`config.mk`:
```
export PLATFORM = sky130hd
export DESIGN_NAME = ascon_bdi_packer
export DESIGN_NICKNAME = d
export VERILOG_FILES = /design/src/rtl/ascon_bdi_packer.sv
export SDC_FILE = /design/constraint.sdc
export NUM_CORES = 1
export LEC_CHECK = 0
export CAP_MARGIN = 20
export CORE_AREA = 2 2 83 85
export CTS_BUF_LIST = sky130_fd_sc_hd__clkbuf_8
export DETAILED_ROUTE_END_ITERATION = 12
export DIE_AREA = 0 0 85 87
export DONT_BUFFER_PORTS = 1
export PLACE_DENSITY_LB_ADDON = 0.15
export SLEW_MARGIN = 0
export SYNTH_ARGS = -nofsm -noshare
export SYNTH_HDL_FRONTEND = slang
export SYNTH_SLANG_ARGS = --single-unit
```
`constraint.sdc`:
```
create_clock -name clk -period 2.7 [get_ports clk]
set_input_delay 0.675 -clock clk [delete_from_list [all_inputs] [get_ports clk]]
set_output_delay 0.675 -clock clk [all_outputs]
set_load 0.02 [all_outputs]
```
`src/rtl/ascon_bdi_packer.sv`:
```
// ascon_bdi_packer
//   Packs a byte-wide, typed input stream into CCW-bit words for the Ascon
//   core's bdi input. Each word carries an LSB-contiguous byte-valid mask and
//   type/eot/eoi side-band. The block has an assembly register and an output
//   register, so it accepts one byte per cycle while the core stalls on its
//   own schedule.
//
// Ports
//   clk, rst        clock; synchronous active-high reset
//   s_data[7:0]     input byte
//   s_type[3:0]     segment type of the byte
//   s_valid/s_ready byte handshake (s_ready is combinational)
//   s_last          byte ends its segment
//   s_eoi           byte ends all input (only honoured together with s_last)
//   bdi[CCW-1:0]    packed word; byte i in bits [8i+7:8i]; unused bytes zero
//   bdi_valid       byte mask; all zero means no word is held
//   bdi_ready       core accepts the held word
//   bdi_type        type of the held word
//   bdi_eot/bdi_eoi held word ends its segment / all input
//   err             sticky type-mismatch flag
//
// Configuration
//   ASCON_BDI_PACKER_TYPECHK_EN: when defined, a byte whose type differs from
//   the word being assembled is dropped, err is set, and the partial word is
//   sealed with eot = 1. When undefined, the word takes its type from its
//   first byte and err is tied to 0.

module ascon_bdi_packer #(
    parameter  int CCW   = 32,
    localparam int CCWD8 = CCW / 8
) (
    input  logic             clk,
    input  logic             rst,
    input  logic [7:0]       s_data,
    input  logic [3:0]       s_type,
    input  logic             s_valid,
    output logic             s_ready,
    input  logic             s_last,
    input  logic             s_eoi,
    output logic [CCW-1:0]   bdi,
    output logic [CCWD8-1:0] bdi_valid,
    input  logic             bdi_ready,
    output logic [3:0]       bdi_type,
    output logic             bdi_eot,
    output logic             bdi_eoi,
    output logic             err
);

    localparam int CNTW = $clog2(CCWD8 + 1);

    typedef enum logic [1:0] {
        EMPTY,
        PART,
        SEALED
    } asm_state_e;

    asm_state_e       asm_state_q;
    logic [CCW-1:0]   asm_data_q;
    logic [CNTW-1:0]  asm_cnt_q;
    logic [3:0]       asm_type_q;
    logic             asm_last_q;
    logic             asm_eoi_q;

    logic [CCW-1:0]   bdi_q;
    logic [CCWD8-1:0] bdi_valid_q;
    logic [3:0]       bdi_type_q;
    logic             bdi_eot_q;
    logic             bdi_eoi_q;

    logic             asm_sealed;
    logic             out_full;
    logic             xfer;
    logic             consume;
    logic             accept;
    logic             new_word;
    logic             type_bad;
    logic [CCWD8-1:0] xfer_mask;

    assign asm_sealed = (asm_state_q == SEALED);
    assign out_full   = |bdi_valid_q;
    assign xfer       = asm_sealed & (!out_full | bdi_ready);
    assign consume    = out_full & bdi_ready & !xfer;
    assign s_ready    = !asm_sealed | xfer;
    assign accept     = s_valid & s_ready;
    // A byte accepted while the sealed word moves out starts the next word.
    assign new_word   = xfer | (asm_state_q == EMPTY);

`ifdef ASCON_BDI_PACKER_TYPECHK_EN
    assign type_bad = accept & !new_word & (s_type != asm_type_q);
`else
    assign type_bad = 1'b0;
`endif

    // NOTE: every variable assigned in always_comb gets a default first, so
    // no path can leave it unassigned and infer a latch.
    always_comb begin
        xfer_mask = '0;
        for (int i = 0; i < CCWD8; i++) begin
            xfer_mask[i] = (CNTW'(i) < asm_cnt_q);
        end
    end

    // NOTE: sequential state uses non-blocking assignments only, so every
    // right-hand side sees the pre-edge value regardless of statement order.
    always_ff @(posedge clk) begin
        if (rst) begin
            asm_state_q <= EMPTY;
            asm_data_q  <= '0;
            asm_cnt_q   <= '0;
            asm_type_q  <= '0;
            asm_last_q  <= 1'b0;
            asm_eoi_q   <= 1'b0;
            bdi_q       <= '0;
            bdi_valid_q <= '0;
            bdi_type_q  <= '0;
            bdi_eot_q   <= 1'b0;
            bdi_eoi_q   <= 1'b0;
        end else begin
            // Assembly register. A transfer frees it; a byte accepted in the
            // same cycle overrides the restart below.
            if (xfer) begin
                asm_state_q <= EMPTY;
                asm_cnt_q   <= '0;
            end
            if (accept) begin
                if (new_word) begin
                    asm_data_q  <= {{(CCW-8){1'b0}}, s_data};
                    asm_cnt_q   <= CNTW'(1);
                    asm_type_q  <= s_type;
                    asm_last_q  <= s_last;
                    asm_eoi_q   <= s_last & s_eoi;
                    asm_state_q <= (s_last || CCWD8 == 1) ? SEALED : PART;
                end else if (type_bad) begin
                    // Drop the byte and close the partial word as a segment
                    // end so the core is never left waiting on it.
                    asm_last_q  <= 1'b1;
                    asm_eoi_q   <= 1'b0;
                    asm_state_q <= SEALED;
                end else begin
                    asm_data_q[8*asm_cnt_q +: 8] <= s_data;
                    asm_cnt_q   <= asm_cnt_q + CNTW'(1);
                    asm_last_q  <= s_last;
                    asm_eoi_q   <= s_last & s_eoi;
                    if (s_last || asm_cnt_q == CNTW'(CCWD8 - 1)) begin
                        asm_state_q <= SEALED;
                    end
                end
            end

            // Output register: load on transfer, clear on a plain consume,
            // otherwise hold every bdi* output unchanged.
            if (xfer) begin
                bdi_q       <= asm_data_q;
                bdi_valid_q <= xfer_mask;
                bdi_type_q  <= asm_type_q;
                bdi_eot_q   <= asm_last_q;
                bdi_eoi_q   <= asm_eoi_q;
            end else if (consume) begin
                bdi_q       <= '0;
                bdi_valid_q <= '0;
                bdi_eot_q   <= 1'b0;
                bdi_eoi_q   <= 1'b0;
            end
        end
    end

`ifdef ASCON_BDI_PACKER_TYPECHK_EN
    logic err_q;

    always_ff @(posedge clk) begin
        if (rst) begin
            err_q <= 1'b0;
        end else if (type_bad) begin
            err_q <= 1'b1;
        end
    end

    assign err = err_q;
`else
    assign err = 1'b0;
`endif

    assign bdi       = bdi_q;
    assign bdi_valid = bdi_valid_q;
    assign bdi_type  = bdi_type_q;
    assign bdi_eot   = bdi_eot_q;
    assign bdi_eoi   = bdi_eoi_q;

endmodule
```
Word level (Yosys, flattened, before mapping)
Cells that the tools add are included.
{"block": "totals", "out_inout_bits": 44, "ff_bits": 85}
{"block": "op_classes", "bitwise_logic": 8, "eq_ne": 2, "n_reduce_logical": 9, "muxes": 17, "add_sub_neg": 2, "shift": 2, "n_lt_le_gt_ge": 4}
{"op": "$mux W32", "n": 3}
{"op": "$neg A6 Y34", "n": 1}
{"op": "$shift A8 B34 Y32 const A", "n": 1}
{"op": "$shiftx A8 B34 Y32", "n": 1}
{"op": "$bwmux W32", "n": 1}
{"op": "$mux W2", "n": 5}
{"op": "$mux W3", "n": 3}
{"op": "$mux W4", "n": 2}
{"op": "$lt A1 B3 Y1 const A", "n": 2}
{"op": "$lt A2 B3 Y1 const A", "n": 2}
{"op": "$and A1 B1 Y1", "n": 5}
{"op": "$reduce_bool A2 Y1", "n": 2}
{"op": "$reduce_or A4 Y1", "n": 1}
{"op": "$add A3 B1 Y3 const B", "n": 1}
{"op": "$eq A3 B2 Y1 const B", "n": 1}
{"op": "$logic_not A1 Y1", "n": 3}
{"op": "$mux W1", "n": 3}
{"op": "$or A1 B1 Y1", "n": 3}
{"op": "$eq A2 B2 Y1 const B", "n": 1}
{"op": "$logic_not A2 Y1", "n": 1}
{"op": "$reduce_and A2 Y1", "n": 1}
{"op": "$logic_or A1 B1 Y1", "n": 1}

Logic depth before layout (Yosys ltp)
{"block": "depth", "word_depth": 8, "mapped_depth": 8}

Worst setup path after synthesis
OpenSTA, ideal clock, no wires.
{"block": "synth_timing", "path_type": "register -> register", "start": "register asm_cnt_q[0]", "end": "register asm_data_q[24]", "synth_period_minus_slack_ns": 2.208, "slack_ns": 0.492, "stages_incl_launch_ff": 7, "arrival_ns": 2.145, "setup_time_ns": 0.063, "t_required_ns": 2.637, "cell_sequence": "dfxtp_1 inv_1 ha_1 ha_1 nand2_1 nor4b_1 a32o_1"}
{"block": "synth_between", "elab_chain_cells": 4}
{"element": "from (decl)", "line": "59", "source": "logic [CNTW-1:0] asm_cnt_q;"}
{"element": "from (signal assigned)", "line": "141", "source": "asm_cnt_q <= asm_cnt_q + CNTW'(1);"}
{"element": "$neg A6 Y34 *", "line": "140", "source": "asm_data_q[8*asm_cnt_q +: 8] <= s_data;"}
{"element": "$shiftx A8 B34 Y32 / $shift A8 B34 Y32 (equally long branches)", "line": "140"}
{"element": "$bwmux W32 *", "line": "140"}
{"element": "$mux W32 *", "line": "126", "source": "if (new_word) begin"}
{"element": "to (signal assigned)", "line": "127", "source": "asm_data_q <= {{(CCW-8){1'b0}}, s_data};"}
{"element": "to (signal, indexed assignment)", "line": "140"}
{"element": "to (decl)", "line": "58", "source": "logic [CCW-1:0] asm_data_q;"}
Mark *: on every way between the ends. The rest lies on a longest branch, timed or not.
A chain may end at the register's enable or synchronous reset.

Worst setup path after layout
{"block": "layout_timing", "start": "register asm_cnt_q[0]", "end": "register asm_data_q[15]"}
The elaborated chain is that of the path after synthesis.

==> summary by stage <==
Worst setup path
The worst register-to-register path begins at asm_cnt_q[0]. Among the stages of the critical path, the cell type that occurs most often is ha_1. The kind of critical path is register to register. The endpoint kind of the worst setup timing path is a register.

Together, buffers and inverters on the worst path number 1. STA puts the critical path data required time at between 2 and 3 ns. The depth of the worst register-to-register path is 6. The flop-to-flop setup slack is between 0.3 and 0.4 ns. The delay of the slowest cell on the worst path is between 0.7 and 0.8 ns. Among all stages on the critical path, the largest delay is contributed by nor3_1. In this run the critical register-to-register path is captured at asm_data_q[15]. The family with the most delay on the worst path is simple AND/OR/NAND/NOR gates. Traced cell by cell, the critical path runs through inv_1 -> ha_1 -> ha_1 -> nand2_1 -> nor3_1 -> a32o_1. Along the worst path, the maximum fanout reaches 10. The arrival time of data at the critical path endpoint is about 2.7 ns.

STA classifies the critical path startpoint as a register.

Cells and area
At the end of the flow, the number of nets in the layout was between 300 and 400. Registers take 0.00170 mm². From synthesis to final layout, the design area changed by 8.19%.

Of the cells placed in the final design, the portion with a size suffix greater than 1 is 0.0944. The count of cells in the finished layout, fillers not included, comes to ~420. The final standard cell utilization of the core is 0.543. The fill cell total of the finished layout is 614. The number of antenna diodes in the final layout is 0. The multi-input combinational cells in the finished layout cover a total of around 0.0015 mm².

Clock network
TritonCTS built the clock tree. Buffers added to address setup during post-CTS repair amount to 0. The buffer cell driving the clock tree root is clkbuf_8. The clock transition at the registers of the reported paths is about 0.090 ns. The count of cells resized by post-cts repair is 0. The H-tree was split into 3 levels. The deepest clock path buffer count is 2.

Clock tree synthesis inserted a total of 9 buffers. For this design, the sink count on the clock tree is 85. Hold repair after CTS inserted 0 buffers. The clock latency on the worst-skew pair is roughly 0.35 ns.

Timing
The number of slew-limit violations in the final report is 0. The actual transition at the worst max-transition pin is approximately 0.9 ns. The smallest clock period supported by the final layout is computed as between 2 and 2.5 ns. The final-report hold violation count is 0. The largest clock skew in the final design is around 0.010 ns. The number of endpoints failing setup at the final stage is 0. The final period utilization is 0.885. Setup repair after global routing left no endpoint under its margin.

For this run, the top clock speed supported by timing is about 420 MHz. For the final routed database, the setup TNS stands at 0 ns. The worst slew margin relative to its limit is 0.398.

Routing
The count of nets left with antenna violations once routing finished came out at 0. In this run, the number of DRC markers left after iteration 0 of detailed routing was approximately 180. Summed over all layers, the routed wires come to roughly 7300 µm. Dividing the detail-routed wire length by the instance count gives 17.5 µm. The count of vias placed by the detailed router is 2,425.

Using the TritonRoute via totals, the vias-per-cell ratio works out to just under 6. In the routed design, unresolved DRC markers number 0. The total iterations of the first detailed-routing run is 4.

Die
In this run the horizontal extent of the chip is around 85 µm. The initial utilization of the core area, before any placement, comes to 0.502. The core region area is ~0.0066 mm².

The die height is 87 µm. During I/O placement, the number of pins put on the boundary was 62. The die covers between 0.007 and 0.008 mm². The floorplan has 30 rows.

Min path
The worst hold path terminates at bdi[30]. The startpoint of the worst hold path is rst. Counting instances, the worst hold path has a depth of 1. The kind of path behind the tightest hold check is input pin to register.

Placed design
The estimated wirelength of the detail-placed design is roughly 4800 µm. Once placement completed, the tool counted placed cells totaling roughly 400. The routability-driven placement congestion ratio is about 0.8. Port buffering added 0 buffers.

Synth
The synthesis warning total is 0. Summed over all instances, the cell type with the most area after synthesis is dfxtp_1. The mean instance size in the synthesized netlist is roughly 9.7 µm².

In the synthesized netlist the dominant register cell turns out to be dfxtp_1. After technology mapping, the gate count stands at 340. Of the post-synthesis cell area, the dominant cell type holds 0.516. The cell area that synthesis handed to floorplanning was around 0.0033 mm². The number of synthesized register bits is between 80 and 90.

After synthesis, the most frequently instantiated cells are 85 x dfxtp_1, 42 x nor2_1, 35 x a22oi_1, 32 x nand2_1, 17 x nor2b_1. Of the synthesized area, sequential elements account for 0.516. The net count of the mapped netlist is ~360.

Yosys attributes the largest share of cell area to dfxtp_1 52%, a22oi_1 8.0%, a32o_1 4.9%. The number of library cell types mapped by synthesis is 42. The async set or reset register ratio after synthesis is 0.

Among all cell types in the netlist, the one instantiated most often is dfxtp_1. The count of flip-flops with a built-in enable after synthesis is 0.

Global routing
Across every metal layer, demand over resource in global routing totals 0.201. The total global routing overflow is 0. The first global-routing pass estimated 11,700 µm of wire. The initial antenna violation count is 0. Entering global routing, the biggest net connects just over 70 pins. The via count of the first global-routing pass was between 2k and 2.5k.

Run
The max capacitance violation total is 0.

Pwr
The analysis attributes to cell leakage a power of between 1 and 1.5 nW. IR analysis of the VDD net gives a maximum drop of between 0.4 and 0.5 mV. The power per standard cell area is between 600 and 700 mW/mm².

Status
The flow ran to the end, and the final reports show no timing, DRC or antenna violations.
-- how the worst max path moves through the flow --
stage	from	endpoint	slack, ns	depth (start not counted)
finish	asm_cnt_q[0]	asm_data_q[15]	0.31	6
global placement	asm_cnt_q[0]	asm_data_q[15]	0.42	6
floorplan	asm_cnt_q[0]	asm_data_q[24]	0.49	6
global route	asm_cnt_q[0]	asm_data_q[8]	0.1	6
detailed placement	asm_cnt_q[0]	asm_data_q[10]	0.35	6
CTS	asm_cnt_q[0]	asm_data_q[15]	0.32	6
-- power by group --
part	switching, mW	total (mW)	internal, mW
Combinational	0.0796	0.124	0.0443
Sequential	0.0229	1.30	1.27
Clock	0.443	0.987	0.544
Total	0.545	2.41	1.86
-- layout make-up --
type	instances	share of cell area
clock buffer	10	0.0386
clock inverter	5	0.0238
inverter	7	0.00736
multi-input combinational	225	0.411
sequential	85	0.477
tap	80	0.0281
timing repair buffer	7	0.0147
-- sequential cells by signal (all words and copies together), names as in the netlist --
signal,flops
asm_data_q,32
asm_type_q,4
bdi_valid,4
asm_cnt_q,3
bdi_eot,1
asm_state_q,2
asm_eoi_q,1
bdi,32
bdi_eoi,1
asm_last_q,1
bdi_type,4
-- cell families (layout without fill, tap and decap cells) --
| kind of cell | Yosys count | in the layout | synth area share |
|---|---|---|---|
| adders and majority gates | 6 | 6 | 0.0228 |
| buffers and inverters | 30 | 29 | 0.0444 |
| DFF | 85 | 85 | 0.516 |
| and+or+nand+nor | 112 | 112 | 0.162 |
| muxes | 13 | 13 | 0.0395 |
| AOI/OAI and AO/OA | 93 | 93 | 0.214 |
| other | 1 | 1 | 0.00114 |
-- layer usage --
layer,routed length [µm],vias up,global-route usage
met5,0,-,0
met4,45,0,0.0736
met3,510,4,0.0664
met2,3380,72,0.297
met1,3380,1139,0.277
li1,-,1210,-
-- through the flow --
step           hold WS, ns  total power [mW]  setup WS (ns)  instance area, µm²
6_report             0.380              2.41          0.311                3570
5_1_grt              0.361              2.49         0.0952                3570
4_1_cts              0.363              2.43          0.321                3570
3_5_place_dp         0.443              1.45          0.349                3350
3_3_place_gp         0.435              1.45          0.415                3350
2_1_floorplan        0.432              1.44          0.492                3300
-- cell usage in the layout, fill, tap and decap left out, types with 7 or more instances in the layout --
cell type	netlist	layout
dfxtp_1	85	85
nor2_1	42	42
a22oi_1	35	35
nand2_1	32	32
nor2b_1	17	17
a32o_1	16	16
a21oi_1	16	15
mux2i_1	13	12
clkbuf_8	0	10
a22o_1	8	8
inv_1	7	7
buf_4	1	7
(Power assumes the default switching activity.)
